$ cat src/rtl/ahb_gpio_bank_if.sv
// AHB-Lite bus bundle between a master and the ahb_gpio_bank slave.
// Accepted when hsel & htrans[1] & hready are high on a clock edge; the data phase ends on the next edge with hready high.
interface ahb_gpio_bank_if #(
  parameter int DATA_WIDTH = 32,
  parameter int ADDR_WIDTH = 32
);
  logic [ADDR_WIDTH-1:0] haddr;
  logic [DATA_WIDTH-1:0] hwdata;
  logic                  hwrite;
  logic                  hsel;
  logic [1:0]            htrans;
  logic [2:0]            hsize;
  logic [DATA_WIDTH-1:0] hrdata;
  logic                  hready;
  logic                  hresp;

  modport master (
    output haddr, hwdata, hwrite, hsel, htrans, hsize,
    input  hrdata, hready, hresp
  );

  modport slave (
    input  haddr, hwdata, hwrite, hsel, htrans, hsize,
    output hrdata, hready, hresp
  );
endinterface

$ cat src/rtl/ahb_gpio_bank.sv
// AHB-Lite GPIO bank: per-port OUT/DIR registers, synchronised IN, and a two-cycle ERROR response.
// Define GPIO_IRQ_EN to build the rising-edge interrupt unit (IRQ_EN, IRQ_STAT, irq).
module ahb_gpio_bank #(
  parameter int                    DATA_WIDTH  = 32,
  parameter int                    ADDR_WIDTH  = 32,
  parameter logic [ADDR_WIDTH-1:0] START_ADDR  = '0,
  parameter int                    NUM_PORTS   = 2,
  parameter int                    PORT_WIDTH  = 16,
  parameter int                    SYNC_STAGES = 2
) (
  input  logic                            HCLK,
  input  logic                            HRESET,
  ahb_gpio_bank_if.slave                  bus,
  input  logic [NUM_PORTS*PORT_WIDTH-1:0] gpio_in,
  output logic [NUM_PORTS*PORT_WIDTH-1:0] gpio_out,
  output logic [NUM_PORTS*PORT_WIDTH-1:0] gpio_oe,
  output logic                            irq,
  output logic [1:0]                      dbg_state_o
);
  localparam int NB   = DATA_WIDTH / 8;
  localparam int BL   = $clog2(NB);
  localparam int PI_W = (NUM_PORTS > 1) ? $clog2(NUM_PORTS) : 1;
  localparam int NPIN = NUM_PORTS * PORT_WIDTH;
  localparam logic [ADDR_WIDTH-1:0] NWORDS = ADDR_WIDTH'(NUM_PORTS * 8);

  typedef enum logic [1:0] {S_IDLE = 2'd0, S_ERR1 = 2'd1, S_ERR2 = 2'd2} state_t;
  state_t state_q, state_d;

  logic [ADDR_WIDTH-1:0] offset, word_idx;
  logic [2:0]            reg_sel;
  logic [PI_W-1:0]       port_sel;
  logic                  accept, illegal;
  logic [NB-1:0]         lane_mask;
  int                    sz, lane;

  logic                  wr_pend_q;
  logic [PI_W-1:0]       wr_port_q;
  logic [2:0]            wr_reg_q;
  logic [NB-1:0]         wr_bmask_q;
  logic [DATA_WIDTH-1:0] wr_bm;
  logic [PORT_WIDTH-1:0] wdat, wmsk;

  logic [PORT_WIDTH-1:0] out_q [NUM_PORTS];
  logic [PORT_WIDTH-1:0] out_d [NUM_PORTS];
  logic [PORT_WIDTH-1:0] dir_q [NUM_PORTS];
  logic [PORT_WIDTH-1:0] dir_d [NUM_PORTS];
  logic [NPIN-1:0]       sync_q [SYNC_STAGES];
  logic [NPIN-1:0]       pin_s;
  logic [DATA_WIDTH-1:0] rd_word, hrdata_q;
  logic                  hready_o, hresp_o;

  // Address decode and byte-lane mask; sizes wider than the bus collapse to a full word.
  always_comb begin
    offset   = bus.haddr - START_ADDR;
    word_idx = offset >> BL;
    reg_sel  = word_idx[2:0];
    port_sel = word_idx[3 +: PI_W];
    accept   = bus.hsel & bus.htrans[1] & hready_o;
    illegal  = (word_idx >= NWORDS) | (reg_sel > 3'd4) | (bus.hwrite & (reg_sel == 3'd0));
    sz       = (int'(bus.hsize) > BL) ? BL : int'(bus.hsize);
    lane     = int'(offset[BL-1:0]);
    for (int b = 0; b < NB; b++) lane_mask[b] = ((b >> sz) == (lane >> sz));
  end

  always_comb begin
    wr_bm = '0;
    for (int b = 0; b < NB; b++) wr_bm[b*8 +: 8] = {8{wr_bmask_q[b]}};
    wdat = bus.hwdata[PORT_WIDTH-1:0];
    wmsk = wr_bm[PORT_WIDTH-1:0];
  end

  assign pin_s = sync_q[SYNC_STAGES-1];

  always_comb begin
    out_d = out_q;
    dir_d = dir_q;
    if (wr_pend_q && wr_reg_q == 3'd1)
      out_d[wr_port_q] = (out_q[wr_port_q] & ~wmsk) | (wdat & wmsk);
    if (wr_pend_q && wr_reg_q == 3'd2)
      dir_d[wr_port_q] = (dir_q[wr_port_q] & ~wmsk) | (wdat & wmsk);
  end

`ifdef GPIO_IRQ_EN
  logic [PORT_WIDTH-1:0] en_q   [NUM_PORTS];
  logic [PORT_WIDTH-1:0] en_d   [NUM_PORTS];
  logic [PORT_WIDTH-1:0] stat_q [NUM_PORTS];
  logic [PORT_WIDTH-1:0] stat_d [NUM_PORTS];
  logic [NPIN-1:0]       prev_q, rise;
  logic                  irq_q;

  // A new edge wins over a same-cycle W1C, so the set is applied last.
  always_comb begin
    rise   = pin_s & ~prev_q;
    en_d   = en_q;
    stat_d = stat_q;
    if (wr_pend_q && wr_reg_q == 3'd3)
      en_d[wr_port_q] = (en_q[wr_port_q] & ~wmsk) | (wdat & wmsk);
    if (wr_pend_q && wr_reg_q == 3'd4)
      stat_d[wr_port_q] = stat_q[wr_port_q] & ~(wdat & wmsk);
    for (int p = 0; p < NUM_PORTS; p++)
      stat_d[p] = stat_d[p] | (en_q[p] & rise[p*PORT_WIDTH +: PORT_WIDTH]);
  end

  always_ff @(posedge HCLK or posedge HRESET) begin
    if (HRESET) begin
      prev_q <= '0;
      irq_q  <= 1'b0;
      for (int p = 0; p < NUM_PORTS; p++) begin
        en_q[p]   <= '0;
        stat_q[p] <= '0;
      end
    end else begin
      prev_q <= pin_s;
      en_q   <= en_d;
      stat_q <= stat_d;
      irq_q  <= 1'b0;
      for (int p = 0; p < NUM_PORTS; p++)
        if (|stat_q[p]) irq_q <= 1'b1;
    end
  end

  assign irq = irq_q;
`else
  assign irq = 1'b0;
`endif

  // Reads see the next-state values, which forwards a same-cycle committing write.
  always_comb begin
    rd_word = '0;
    case (reg_sel)
      3'd0: rd_word[PORT_WIDTH-1:0] = pin_s[int'(port_sel)*PORT_WIDTH +: PORT_WIDTH];
      3'd1: rd_word[PORT_WIDTH-1:0] = out_d[port_sel];
      3'd2: rd_word[PORT_WIDTH-1:0] = dir_d[port_sel];
`ifdef GPIO_IRQ_EN
      3'd3: rd_word[PORT_WIDTH-1:0] = en_d[port_sel];
      3'd4: rd_word[PORT_WIDTH-1:0] = stat_d[port_sel];
`endif
      default: rd_word = '0;
    endcase
  end

  always_ff @(posedge HCLK or posedge HRESET) begin
    if (HRESET) begin
      for (int s = 0; s < SYNC_STAGES; s++) sync_q[s] <= '0;
    end else begin
      sync_q[0] <= gpio_in;
      for (int s = 1; s < SYNC_STAGES; s++) sync_q[s] <= sync_q[s-1];
    end
  end

  always_ff @(posedge HCLK or posedge HRESET) begin
    if (HRESET) begin
      wr_pend_q  <= 1'b0;
      wr_port_q  <= '0;
      wr_reg_q   <= '0;
      wr_bmask_q <= '0;
      hrdata_q   <= '0;
      for (int p = 0; p < NUM_PORTS; p++) begin
        out_q[p] <= '0;
        dir_q[p] <= '0;
      end
    end else begin
      wr_pend_q <= accept & ~illegal & bus.hwrite;
      if (accept) begin
        wr_port_q  <= port_sel;
        wr_reg_q   <= reg_sel;
        wr_bmask_q <= lane_mask;
      end
      if (accept & ~illegal & ~bus.hwrite) hrdata_q <= rd_word;
      out_q <= out_d;
      dir_q <= dir_d;
    end
  end

  always_ff @(posedge HCLK or posedge HRESET) begin
    if (HRESET) state_q <= S_IDLE;
    else        state_q <= state_d;
  end

  always_comb begin
    state_d = state_q;
    case (state_q)
      S_IDLE:  if (accept & illegal) state_d = S_ERR1;
      S_ERR1:  state_d = S_ERR2;
      S_ERR2:  state_d = (accept & illegal) ? S_ERR1 : S_IDLE;
      default: state_d = S_IDLE;
    endcase
  end

  always_comb begin
    hready_o    = (state_q != S_ERR1);
    hresp_o     = (state_q != S_IDLE);
    dbg_state_o = state_q;
  end

  always_comb begin
    gpio_out = '0;
    gpio_oe  = '0;
    for (int p = 0; p < NUM_PORTS; p++) begin
      gpio_out[p*PORT_WIDTH +: PORT_WIDTH] = out_q[p];
      gpio_oe[p*PORT_WIDTH +: PORT_WIDTH]  = dir_q[p];
    end
  end

  assign bus.hready = hready_o;
  assign bus.hresp  = hresp_o;
  assign bus.hrdata = hrdata_q;
endmodule

$ cat src/flat_wrapper.sv
// flat-port wrapper written by rule: the top's interface ports become plain ports
module ahb_gpio_bank_flat 
#(
  parameter int                    DATA_WIDTH  = 32,
  parameter int                    ADDR_WIDTH  = 32,
  parameter logic [ADDR_WIDTH-1:0] START_ADDR  = '0,
  parameter int                    NUM_PORTS   = 2,
  parameter int                    PORT_WIDTH  = 16,
  parameter int                    SYNC_STAGES = 2
)
  (HCLK, HRESET, gpio_in, gpio_out, gpio_oe, irq, dbg_state_o, bus_haddr, bus_hwdata, bus_hwrite, bus_hsel, bus_htrans, bus_hsize, bus_hrdata, bus_hready, bus_hresp);
  ahb_gpio_bank_if #(.DATA_WIDTH(DATA_WIDTH), .ADDR_WIDTH(ADDR_WIDTH)) bus_i ();
  input  logic HCLK;
  input  logic HRESET;
  input  logic [NUM_PORTS*PORT_WIDTH-1:0] gpio_in;
  output logic [NUM_PORTS*PORT_WIDTH-1:0] gpio_out;
  output logic [NUM_PORTS*PORT_WIDTH-1:0] gpio_oe;
  output logic irq;
  output logic [1:0] dbg_state_o;
  input wire logic [$bits(bus_i.haddr)-1:0] bus_haddr;
  input wire logic [$bits(bus_i.hwdata)-1:0] bus_hwdata;
  input wire logic [$bits(bus_i.hwrite)-1:0] bus_hwrite;
  input wire logic [$bits(bus_i.hsel)-1:0] bus_hsel;
  input wire logic [$bits(bus_i.htrans)-1:0] bus_htrans;
  input wire logic [$bits(bus_i.hsize)-1:0] bus_hsize;
  output wire logic [$bits(bus_i.hrdata)-1:0] bus_hrdata;
  output wire logic [$bits(bus_i.hready)-1:0] bus_hready;
  output wire logic [$bits(bus_i.hresp)-1:0] bus_hresp;
  assign bus_i.haddr = bus_haddr;
  assign bus_i.hwdata = bus_hwdata;
  assign bus_i.hwrite = bus_hwrite;
  assign bus_i.hsel = bus_hsel;
  assign bus_i.htrans = bus_htrans;
  assign bus_i.hsize = bus_hsize;
  assign bus_hrdata = bus_i.hrdata;
  assign bus_hready = bus_i.hready;
  assign bus_hresp = bus_i.hresp;
  ahb_gpio_bank #(.DATA_WIDTH(DATA_WIDTH), .ADDR_WIDTH(ADDR_WIDTH), .START_ADDR(START_ADDR), .NUM_PORTS(NUM_PORTS), .PORT_WIDTH(PORT_WIDTH), .SYNC_STAGES(SYNC_STAGES)) u_core (.HCLK(HCLK), .HRESET(HRESET), .bus(bus_i), .gpio_in(gpio_in), .gpio_out(gpio_out), .gpio_oe(gpio_oe), .irq(irq), .dbg_state_o(dbg_state_o));
endmodule
$ cat config.mk
export PLATFORM = sky130hd
export DESIGN_NAME = ahb_gpio_bank_flat
export DESIGN_NICKNAME = d
export VERILOG_FILES = /design/src/rtl/ahb_gpio_bank_if.sv /design/src/rtl/ahb_gpio_bank.sv /design/src/flat_wrapper.sv
export SDC_FILE = /design/constraint.sdc
export NUM_CORES = 1
export LEC_CHECK = 0
export ABC_AREA = 1
export CORE_UTILIZATION = 43
export CTS_BUF_LIST = sky130_fd_sc_hd__clkbuf_8 sky130_fd_sc_hd__clkbuf_16
export CTS_CLUSTER_DIAMETER = 30
export DETAILED_ROUTE_END_ITERATION = 10
export PLACE_DENSITY = 0.83
export SLEW_MARGIN = 5
export SYNTH_ARGS = -nofsm -noshare
export SYNTH_HDL_FRONTEND = slang
export SYNTH_SLANG_ARGS = --single-unit
export TNS_END_PERCENT = 1
$ cat constraint.sdc
create_clock -name HCLK -period 5 [get_ports HCLK]
set_input_delay 1 -clock HCLK [delete_from_list [all_inputs] [get_ports HCLK]]
set_output_delay 1 -clock HCLK [all_outputs]
set_load 0.02 [all_outputs]
# [Yosys cells after proc, flatten, opt, wreduce, memory -nomap -nowiden]
# Cells that the tools add are included.
# Widths: inputs -> output; s select.
[word_totals] regBits=153 n_memories=0 elab_cells=80 ramBits=0 rom_bits=0 latch_bits=0 output_inout_bits=101
[op_classes] shifts=4 n_div=0 reduce_logical=6 eq_ne=10 n_mux=23 addsub=0 magnitude_cmp=6 n_mul=0 n_bitwise=19
[op_table] operator="$mux 16" count=13
[op_table] operator="$bwmux 32" count=2
[op_table] operator="$eq 32x32->1" count=2
[op_table] operator="$mux 32" count=2
[op_table] operator="$shr 1x32->32 const A" count=2
[op_table] operator="$and 16x16->16" count=3
[op_table] operator="$pmux 16 s3" count=1
[op_table] operator="$or 16x16->16" count=2
[op_table] operator="$shiftx 32x6->16" count=1
[op_table] operator="$shr 2x32->32" count=1
[op_table] operator="$ge 30x5->1 const B" count=1
[op_table] operator="$demux 16 s1" count=1
[op_table] operator="$not 16->16" count=1
[op_table] operator="$and 1x1->1" count=7
[op_table] operator="$eq 3x1->1 const B" count=2
[op_table] operator="$eq 3x2->1 const B" count=2
[op_table] operator="$pmux 2 s3" count=1
[op_table] operator="$ge 2x2->1 const B" count=2
[op_table] operator="$ne 2x1->1 const B" count=2
[op_table] operator="$not 1->2" count=2
[op_table] operator="$gt 3x2->1 const B" count=1
[op_table] operator="$gt 3x3->1 const B" count=1
[op_table] operator="$logic_and 1x1->1" count=3
[op_table] operator="$logic_not 3->1" count=1
[op_table] operator="10 further kinds" count=12

# [Longest topological paths before layout]
# Gate-level depths: netlist (run 1).
[depth] depth_word=12 ltp_mapped=11

# [Worst setup path before layout (run 1)]
# Ideal clock, no wire load.
[synth_timing] kind="input to register" start="input bus_haddr[6]" end="register u_core.hrdata_q[0], in the netlist u_core.bus.hrdata[0]" path_stages=9 slack_ns=2.878 required_ns=4.935 n_path_buf=1 arrival_time_ns=2.057 setup_time_ns=0.065 cell_sequence="or2_0 -> nor2_1 -> nand3_1 -> nor2_2 -> nand3_4 -> nor2_4 -> buf_6 -> nand2_1 -> nand2_1"
[synth_between] elab_chain_len=6
[synth_rtl] item="start, declared" line_no="flat_wrapper.sv:20" rtl="input wire logic [$bits(bus_i.haddr)-1:0] bus_haddr;"
[synth_rtl] item="$ge 30x5->1" line_no="ahb_gpio_bank.sv:59" rtl="illegal = (word_idx >= NWORDS) | (reg_sel > 3'd4) | (bus.hwrite & (reg_sel == 3'd0));"
[synth_rtl] item="$or 1x1->1 (2 in series)" line_no="ahb_gpio_bank.sv:59"
[synth_rtl] item="$not 1->1" line_no="ahb_gpio_bank.sv:169" rtl="if (accept & ~illegal & ~bus.hwrite) hrdata_q <= rd_word;"
[synth_rtl] item="$and 1x1->1 (2 in series)" line_no="ahb_gpio_bank.sv:169"
[synth_rtl] item="end signal, assigned" line_no="ahb_gpio_bank.sv:169"
[synth_rtl] item="end, declared" line_no="ahb_gpio_bank.sv:49" rtl="logic [DATA_WIDTH-1:0] rd_word, hrdata_q;"
# No other way between the ends.
# A chain may end at the register's enable or synchronous reset.

# [Worst setup path in the final report (run 1)]
[layout_timing] start="input bus_haddr[4]" end="register u_core.hrdata_q[8], in the netlist u_core.bus.hrdata[8]"
[layout_between] elab_chain_len=6 word_cells_on_any_way=12
[layout_rtl] item="$ge 30x5->1 (tied with other cells)" line_no="ahb_gpio_bank.sv:59"
[layout_rtl] item="$or 1x1->1 or $and 1x1->1 (tied branches)" line_no="ahb_gpio_bank.sv:59"
[layout_rtl] item="$or 1x1->1" line_no="ahb_gpio_bank.sv:59"
[layout_rtl] item="$not 1->1" line_no="ahb_gpio_bank.sv:169"
[layout_rtl] item="$and 1x1->1 (2 in series)" line_no="ahb_gpio_bank.sv:169"
# Parallel ways exist; a longest one is shown, timed or not.

==> flow_metrics.py, run 1 <==
metrics = {
    "synth": {
        "synth_top_family_by_area": "simple AND/OR/NAND/NOR gates",
        "synth_xor_xnor_area_share_pct": 0,
        "yosys.area_share.simple_pct": 37.2,
        "yosysUniqueCellTypes": 28,
        "synth.mux.area_fraction_pct": 0,
        "synthCells": 915,
        "seq_area_frac_synth_pct": 53.4,
        "ys_ff_latch": 153,
        "synth-compound-area-share_pct": 0.733,
        "synth-adder-area-share_pct": 0,
        "ys_warn_count": 0,
        "syn_area_um2": 7170,
        "syn_area_per_cell_um2": 7.83,
    },
    "die": {
        "row_count": 46,
        "die_w_um": 131,
        "ios": 206,
        "fp.dieH_um": 131,
        "initial_utilization_pct": 44.6,
        "dieArea_um2": 17200,
        "fp.coreArea_um2": 16100,
    },
    "place": {
        "port_buffers": 171,
        "place.gp.congestion": 0.841,
        "hpwl_um": 13100,
    },
    "worst_setup_path": {
        "timing.rr.end": "u_core.bus.hrdata[3]$_DFFE_PP0P_",
        "reg2regPathDepth": 9,
        "path_cells": "clkdlybuf4s50_1, nor3_2, buf_4, nand2_1, nand3_1, nor2_2, nand3_4, nor2_4, nand2_1, nand2_1",
        "slowest_stage": "clkdlybuf4s50_1",
        "endpoint_kind": "flip-flop",
        "r2r-start": "u_core.wr_port_q$_DFFE_PP0P_",
        "path_common_cell": "nand2_1",
        "worstSetupStartpointType": "primary input",
        "worstPathRequired_ps": 5360,
        "r2r_slack_ps": 2200,
        "crit_type": "in -> reg",
        "critPathLaunch": "bus_haddr[4]",
        "arrival_ps": 3180,
        "cpPeakStageDelay_ps": 580,
        "critPathMaxFanout": 17,
    },
    "global_route": {
        "grt_pass1_wl_um": 32300,
        "grt.total_usage_pct": 24.5,
        "grt_max_degree": 154,
        "antenna_found_initial": 0,
        "gr-total-overflow": 0,
        "first_global_vias": 6278,
    },
    "timing": {
        "fin_setup_tns_ps": 0,
        "worst_slew_pin_slew_ps": 884,
        "rsz0062_at_grt": "false",
        "fin_crit_sh_pct": 56.4,
        "setup_viol_count_final": 0,
        "drv_slew": 0,
        "relSlewSlack_pct": 41.0,
        "layout_min_cycle_time_ps": 2820,
        "hold_violations": 0,
        "clock_skew_ps": 7.70,
        "fmax_ghz": 0.355,
    },
    "clocking": {
        "cts_setup_buffers": 0,
        "cts.hold.buffers_added": 0,
        "cts_tree": "built",
        "cts_sinks": 153,
        "cts_root_buf": "clkbuf_16",
        "cts_buffer_depth": 2,
        "clk_latency_ps": 420,
        "cts_max_level": 4,
        "numCtsBuffers": 17,
        "cts-resized-gates": 0,
        "clk_pin_slew_ps": 60,
    },
    "worst_hold_path": {
        "min_to": "u_core.pin_s[14]$_DFF_PP0_",
        "hold_start": "u_core.sync_q[46]$_DFF_PP0_",
        "worstHoldPathCells": 0,
        "hold_path_class": "reg -> reg",
    },
    "route": {
        "routed_wl_um": 20100,
        "drt-initial-drc-count": 775,
        "antenna_left": 0,
        "wl_per_cell_um": 15.4,
        "vias": 6573,
        "drc": 0,
        "viasPerCell": 5.04,
        "first_pass_iters": 5,
    },
    "final_layout": {
        "multi_input_area_um2": 2780,
        "postLayoutCoreUtil_pct": 59.4,
        "antenna_cells": 0,
        "drive_above_1_share_pct": 5.79,
        "fin_nets": 1181,
        "syn_to_final_growth_pct": 33.1,
        "fillCellCount": 1365,
        "regArea_um2": 3830,
    },
    "power": {
        "leakage_nw": 4.80,
        "power_density_nw_per_um2": 303,
        "peakVddDrop_mv": 0.226,
    },
    "status": {
        "status": "finished, final reports clean",
    },
    "flow_run": {
        "maxCapViolCount": 0,
    },
}
## cells in the final DEF (no fill, tap or decap), types with 6 or more instances in the layout
master,count
clkdlybuf4s50_1,170
nand3_1,147
nand2_1,429
o21ai_0,6
inv_1,75
conb_1,17
nor2_4,6
clkbuf_16,17
nor2_1,20
dfrtp_1,153
buf_4,6
## worst max path at each step
stage,endpoint,cells after the start
2_1_floorplan,u_core.bus.hrdata[0]$_DFFE_PP0P_,1
3_3_place_gp,u_core.bus.hrdata[9]$_DFFE_PP0P_,10
3_5_place_dp,u_core.bus.hrdata[4]$_DFFE_PP0P_,10
4_1_cts,u_core.bus.hrdata[8]$_DFFE_PP0P_,10
5_1_grt,u_core.bus.hrdata[4]$_DFFE_PP0P_,10
6_report,u_core.bus.hrdata[8]$_DFFE_PP0P_,10
## synth_stat cells (all sizes together)
master	instances	area [um^2]
nand3	152	793
nor2	29	189
a21oi	2	10.0
buf	39	270
clkbuf	13	48.8
nor3	4	35.0
nand2	431	1630
o22ai	2	12.5
or2	2	12.5
inv	78	293
o21ai	6	30.0
clkinv	2	7.51
conb	1	3.75
nor4	1	6.26
dfrtp	153	3830
## state kept, by name (all words and copies together) (netlist names)
register,cells
u_core.bus.hrdata,16
u_core.dbg_state_o,2
u_core.gpio_oe,32
u_core.gpio_out,32
u_core.pin_s,32
u_core.sync_q,32
u_core.wr_bmask_q,2
u_core.wr_pend_q,1
u_core.wr_port_q,1
u_core.wr_reg_q,3
## through the flow
step | hold WS (ps) | std cells | power (mW) | setup WS [ps] | instance area, um^2
detailed placement | 335 | 1273 | 1.64 | 1740 | 8950
global route | 354 | 1305 | 3.01 | 2040 | 9540
CTS | 347 | 1305 | 2.91 | 2180 | 9540
global placement | 333 | 1273 | 1.64 | 1820 | 8950
finish | 342 | 1305 | 2.89 | 2180 | 9540
floorplan | 331 | 931 | 1.52 | 2070 | 7230
## layer usage
metal	up-vias	global-route usage [%]	share of wire, %
li1	3142	-	-
met3	61	8.95	11
met2	353	38.4	47
met5	-	0	0
met4	0	10.4	3.1
met1	3017	30.3	39
## report_power, final
part	internal (mW)	switching, mW	total [mW]
Combinational	0.121	0.208	0.329
Sequential	1.27	0.0248	1.30
Clock	0.749	0.516	1.27
## critical path, delay by kind of cell
family	cells	cell delay (ps)
buf+inv	2	780
simple gates	8	1390
## area by class of cell
class / count / area share, %
clock inverter: 14 / 1.55
clock buffer: 18 / 4.60
sequential: 153 / 40.1
tap: 216 / 2.83
timing repair buffer: 178 / 18.6
inverter: 80 / 3.19
multi-input combinational: 646 / 29.1
## cells by family (layout without fill, tap and decap cells)
family,count (synthesis),after routing
flip-flops,153,153
AND/OR/NAND/NOR,619,619
AO/OA/AOI/OAI,10,10
buffers and inverters,132,290
other,1,17
Note: power is estimated with default switching activity, not from simulation.
==> run 2: changes to the inputs <==
--- a/config.mk
+++ b/config.mk
@@ -6,7 +6,7 @@
 export NUM_CORES = 1
 export LEC_CHECK = 0
 export ABC_AREA = 1
-export CORE_UTILIZATION = 43
+export CORE_UTILIZATION = 45
 export CTS_BUF_LIST = sky130_fd_sc_hd__clkbuf_8 sky130_fd_sc_hd__clkbuf_16
 export CTS_CLUSTER_DIAMETER = 30
 export DETAILED_ROUTE_END_ITERATION = 10
==> constraint.sdc (replaced) <==
create_clock -name HCLK -period 2.8 [get_ports HCLK]
set_input_delay 0.56 -clock HCLK [delete_from_list [all_inputs] [get_ports HCLK]]
set_output_delay 0.56 -clock HCLK [all_outputs]
set_load 0.02 [all_outputs]
==> flow_metrics.py, run 2 (same netlist as run 1, synthesis figures left out) <==
metrics = {
    "timing": {
        "clock_skew_ps": 9.55,
        "rsz0062_at_grt": "false",
        "setup_viol_count_final": 0,
        "fmax_ghz": 0.443,
        "fin_setup_tns_ps": 0,
        "fin_crit_sh_pct": 80.6,
        "worst_slew_pin_slew_ps": 612,
        "hold_slack_ps": 347,
        "drv_slew": 0,
        "relSlewSlack_pct": 59.2,
        "layout_min_cycle_time_ps": 2260,
        "hold_violations": 0,
    },
    "die": {
        "fp.coreArea_um2": 15400,
        "ios": 206,
        "initial_utilization_pct": 46.6,
        "fp.dieH_um": 128,
        "row_count": 45,
        "die_w_um": 128,
        "dieArea_um2": 16400,
    },
    "worst_setup_path": {
        "crit_type": "reg -> out",
        "worstPathRequired_ps": 2240,
        "r2r-start": "u_core.wr_port_q$_DFFE_PP0P_",
        "timing.rr.end": "u_core.bus.hrdata[12]$_DFFE_PP0P_",
        "endpoint_kind": "primary output",
        "slowest_stage": "clkdlybuf4s50_1",
        "critPathLaunch": "u_core.dbg_state_o[0]$_DFFE_PP0P_",
        "arrival_ps": 1700,
        "worstSetupStartpointType": "flip-flop",
        "critPathMaxFanout": 4,
        "path_cells": "or2_2, clkdlybuf4s50_1",
        "r2r_slack_ps": 630,
        "reg2regPathDepth": 8,
        "cpPeakStageDelay_ps": 560,
    },
    "place": {
        "placed_cells": 1277,
        "hpwl_um": 13500,
        "place.gp.congestion": 0.836,
        "port_buffers": 171,
    },
    "global_route": {
        "grt_pass1_wl_um": 31200,
        "first_global_vias": 6122,
        "grt.total_usage_pct": 25.4,
        "antenna_found_initial": 0,
        "gr-total-overflow": 0,
        "grt_max_degree": 86,
    },
    "route": {
        "drt-initial-drc-count": 728,
        "first_pass_iters": 8,
        "viasPerCell": 5.03,
        "routed_wl_um": 19800,
        "vias": 6590,
        "antenna_left": 0,
        "drc": 0,
        "wl_per_cell_um": 15.2,
    },
    "final_layout": {
        "fin_nets": 1190,
        "regArea_um2": 3830,
        "fillCellCount": 1266,
        "multi_input_area_um2": 2780,
        "layout_common_cells": "429 x nand2_1, 170 x clkdlybuf4s50_1, 153 x dfrtp_1",
        "drive_above_1_share_pct": 6.74,
        "antenna_cells": 0,
        "syn_to_final_growth_pct": 34.2,
        "fin_cells": 1309,
        "final_common_cell": "nand2_1",
    },
    "clocking": {
        "numCtsBuffers": 17,
        "cts_setup_buffers": 0,
        "clk_pin_slew_ps": 60,
        "cts_tree": "built",
        "cts_buffer_depth": 2,
        "cts-resized-gates": 0,
        "cts_sinks": 153,
        "cts.hold.buffers_added": 0,
        "clk_latency_ps": 420,
        "cts_max_level": 4,
        "cts_root_buf": "clkbuf_16",
    },
    "power": {
        "p_clk_share_pct": 43.6,
        "p_sw_mw": 1.38,
        "p_int_mw": 3.80,
        "power_density_nw_per_um2": 539,
        "leakage_nw": 4.84,
        "p_sw_share_pct": 26.7,
        "p_comb_share_pct": 12.1,
        "peakVddDrop_mv": 0.457,
        "seq_power_share_pct": 44.3,
    },
    "worst_hold_path": {
        "hold_path_class": "reg -> reg",
        "worstHoldPathCells": 0,
        "hold_start": "u_core.sync_q[40]$_DFF_PP0_",
        "min_to": "u_core.pin_s[8]$_DFF_PP0_",
    },
    "status": {
        "status": "finished, final reports clean",
    },
    "flow_run": {
        "maxCapViolCount": 0,
    },
}
==> run 2: through the flow <==
step,total power [mW],worst slack [ps],area [um^2],utilization (%)
global placement,2.94,475,9030,58.7
floorplan,2.71,309,7230,-
CTS,5.21,524,9620,62.6
detailed placement,2.95,398,9030,58.7
global route,5.38,507,9620,62.6
finish,5.18,544,9620,62.6
==> run 2: worst max-delay path, delay by kind of cell (launching register included) <==
family	cells	cell delay, ps
flops	1	410
buf+inv	1	560
simple gates	1	310
==> run 2: per-layer routing <==
metal / share of wire [%] / GRT usage (%)
met1: 38 / 32.0
met2: 48 / 39.9
met3: 11 / 7.43
met4: 3.4 / 12.4
met5: 0 / 0
==> run 2: power by group through the flow <==
stage | Combinational [mW] | Clock [mW] | Sequential, mW
after CTS | 0.621 | 2.29 | 2.30
final | 0.625 | 2.26 | 2.30
after detailed placement | 0.616 | 0 | 2.34
after floorplan | 0.375 | 0 | 2.34
after global placement | 0.608 | 0 | 2.34
after global routing | 0.682 | 2.40 | 2.30
==> run 2: how the worst max path moves through the flow <==
stage                                   endpoint  slack (ps)  cells after the start
6_report                               bus_hresp         540                      2
5_1_grt                                bus_hresp         510                      2
4_1_cts                                bus_hresp         520                      2
3_5_place_dp   u_core.bus.hrdata[10]$_DFFE_PP0P_         400                     10
3_3_place_gp   u_core.bus.hrdata[12]$_DFFE_PP0P_         480                      9
2_1_floorplan   u_core.bus.hrdata[0]$_DFFE_PP0P_         310                      1
==> run 2: final cells by class <==
cell class	count	area share [%]
clock buffers	18	4.57
clock inverters	14	1.56
inverters	80	3.16
multi-input cells	646	28.9
flip-flops and latches	153	39.8
well taps	211	2.74
repair buffers	187	19.3
==> run 3: changes to the inputs <==
--- a/config.mk
+++ b/config.mk
@@ -6,7 +6,7 @@
 export NUM_CORES = 1
 export LEC_CHECK = 0
 export ABC_AREA = 1
-export CORE_UTILIZATION = 45
+export CORE_UTILIZATION = 43
 export CTS_BUF_LIST = sky130_fd_sc_hd__clkbuf_8 sky130_fd_sc_hd__clkbuf_16
 export CTS_CLUSTER_DIAMETER = 30
 export DETAILED_ROUTE_END_ITERATION = 10
==> constraint.sdc (replaced) <==
create_clock -name HCLK -period 2 [get_ports HCLK]
set_input_delay 0.4 -clock HCLK [delete_from_list [all_inputs] [get_ports HCLK]]
set_output_delay 0.4 -clock HCLK [all_outputs]
set_load 0.02 [all_outputs]
==> flow_metrics.py, run 3 (same netlist as run 1, synthesis figures left out) <==
metrics = {
    "place": {
        "place_area_um2": 9270,
        "placed_cells": 1300,
        "hpwl_um": 14100,
        "place.gp.congestion": 0.841,
        "port_buffers": 171,
    },
    "timing": {
        "fin_crit_sh_pct": 94.5,
        "worst_slew_pin_slew_ps": 514,
        "hold_slack_ps": 347,
        "relSlewSlack_pct": 65.7,
        "fmax_ghz": 0.529,
        "hold_violations": 0,
        "clock_skew_ps": 9.71,
        "rsz0062_at_grt": "false",
        "setup_viol_count_final": 0,
        "layout_min_cycle_time_ps": 1890,
        "drv_slew": 0,
    },
    "worst_setup_path": {
        "r2r-start": "u_core.wr_reg_q[2]$_DFFE_PP0P_",
        "worstSetupStartpointType": "flip-flop",
        "r2r_slack_ps": 170,
        "crit_type": "reg -> out",
        "endpoint_kind": "primary output",
        "slowest_stage": "clkdlybuf4s50_1",
        "arrival_ps": 1490,
        "worstPathRequired_ps": 1600,
        "critPathMaxFanout": 3,
        "reg2regPathDepth": 9,
        "crit_family": "buffers and inverters",
        "path_buf_inv": 1,
        "path_cells": "clkdlybuf4s50_1",
        "cpPeakStageDelay_ps": 630,
        "timing.rr.end": "u_core.bus.hrdata[3]$_DFFE_PP0P_",
    },
    "clocking": {
        "clk_latency_ps": 430,
        "cts_setup_buffers": 0,
        "cts_buffer_depth": 2,
        "cts_sinks": 153,
        "numCtsBuffers": 17,
        "cts_root_buf": "clkbuf_16",
        "cts_max_level": 4,
        "cts_tree": "built",
        "clk_pin_slew_ps": 60,
    },
    "power": {
        "power_density_nw_per_um2": 741,
        "peakVddDrop_mv": 0.636,
        "leakage_nw": 4.95,
    },
    "global_route": {
        "grt_pass1_wl_um": 32200,
        "grt.total_usage_pct": 24.3,
        "grt_max_degree": 91,
        "antenna_found_initial": 0,
        "first_global_vias": 6441,
        "gr-total-overflow": 0,
    },
    "die": {
        "fp.coreArea_um2": 16100,
        "ios": 206,
        "row_count": 46,
        "fp.dieH_um": 131,
        "initial_utilization_pct": 44.6,
        "die_w_um": 131,
        "dieArea_um2": 17200,
    },
    "route": {
        "drt-initial-drc-count": 691,
        "antenna_left": 0,
        "first_pass_iters": 5,
        "wl_per_cell_um": 15.2,
        "routed_wl_um": 20200,
        "viasPerCell": 4.99,
        "drc": 0,
        "vias": 6639,
    },
    "final_layout": {
        "fin_cells": 1331,
        "final_common_cell": "nand2_1",
        "antenna_cells": 0,
        "drive_above_1_share_pct": 8.07,
        "layout_common_cells": "429 x nand2_1, 168 x clkdlybuf4s50_1, 153 x dfrtp_1",
        "fillCellCount": 1328,
        "postLayoutCoreUtil_pct": 61.4,
        "postLayoutCellArea_um2": 9860,
        "fin_nets": 1208,
        "syn_to_final_growth_pct": 37.6,
    },
    "status": {
        "status": "finished, final reports clean",
    },
    "worst_hold_path": {
        "hold_start": "u_core.sync_q[50]$_DFF_PP0_",
        "hold_path_class": "reg -> reg",
        "worstHoldPathCells": 0,
        "min_to": "u_core.pin_s[18]$_DFF_PP0_",
    },
    "flow_run": {
        "maxCapViolCount": 0,
    },
}
run 3: cell types whose count changed in the layout (fill, tap and decap cells not counted), moves of 3 or more:
| cell | before | now |
|---|---|---|
| buf_4 | 14 | 24 |
| buf_12 | 2 | 10 |
| clkinvlp_4 | 2 | 5 |
| inv_8 | 3 | 0 |
run 3: repair_timing:
action / 4_1_cts / 5_1_grt
pin swaps: 0 / 0
setup endpoints to repair: 2 / 1
hold buffers: 0 / 0
gates resized for setup: 2 / 2
run 3: cell type report:
| type | count | area (um^2) | area share (%) |
|---|---|---|---|
| flip-flops and latches | 153 | 3830 | 38.8 |
| multi-input cells | 646 | 2800 | 28.3 |
| repair buffers | 205 | 2080 | 21.1 |
| clock buffers | 18 | 439 | 4.45 |
| inverters | 80 | 304 | 3.08 |
| well taps | 216 | 270 | 2.74 |
| clock inverters | 13 | 143 | 1.45 |
run 3: stage by stage:
stage | TNS [ps] | power [mW] | worst slack, ps
after floorplan | -50630 | 3.80 | -331
after global placement | 0 | 4.16 | 34.6
after detailed placement | 0 | 4.17 | 2.28
after CTS | 0 | 7.35 | 103
after global routing | 0 | 7.58 | 24.9
final | 0 | 7.31 | 110
run 3: worst max-delay path by stage:
| stage | slack (ps) | cells after the start | from | to |
|---|---|---|---|---|
| 6_report | 110 | 1 | u_core.gpio_out[18]$_DFF_PP0_ | gpio_out[18] |
| 5_1_grt | 20 | 9 | u_core.wr_reg_q[2]$_DFFE_PP0P_ | u_core.bus.hrdata[10]$_DFFE_PP0P_ |
| 4_1_cts | 100 | 1 | u_core.gpio_oe[1]$_DFF_PP0_ | gpio_oe[1] |
| 3_5_place_dp | 2 | 9 | bus_haddr[6] | u_core.bus.hrdata[0]$_DFFE_PP0P_ |
| 3_3_place_gp | 30 | 9 | bus_haddr[6] | u_core.bus.hrdata[10]$_DFFE_PP0P_ |
| 2_1_floorplan | -330 | 1 | HRESET | u_core.bus.hrdata[0]$_DFFE_PP0P_ |
run 3: power by group:
part           total, mW  internal, mW  switching, mW
clock               3.18          1.87           1.31
sequential          3.22          3.18         0.0392
combinational      0.908         0.363          0.545
run 3: layer usage:
layer	up-vias	GRT usage (%)	routed length [um]
met3	63	7.56	1990
li1	3193	-	-
met4	0	13.9	758
met2	340	38.9	9490
met5	-	0	0
met1	3043	28.9	7930
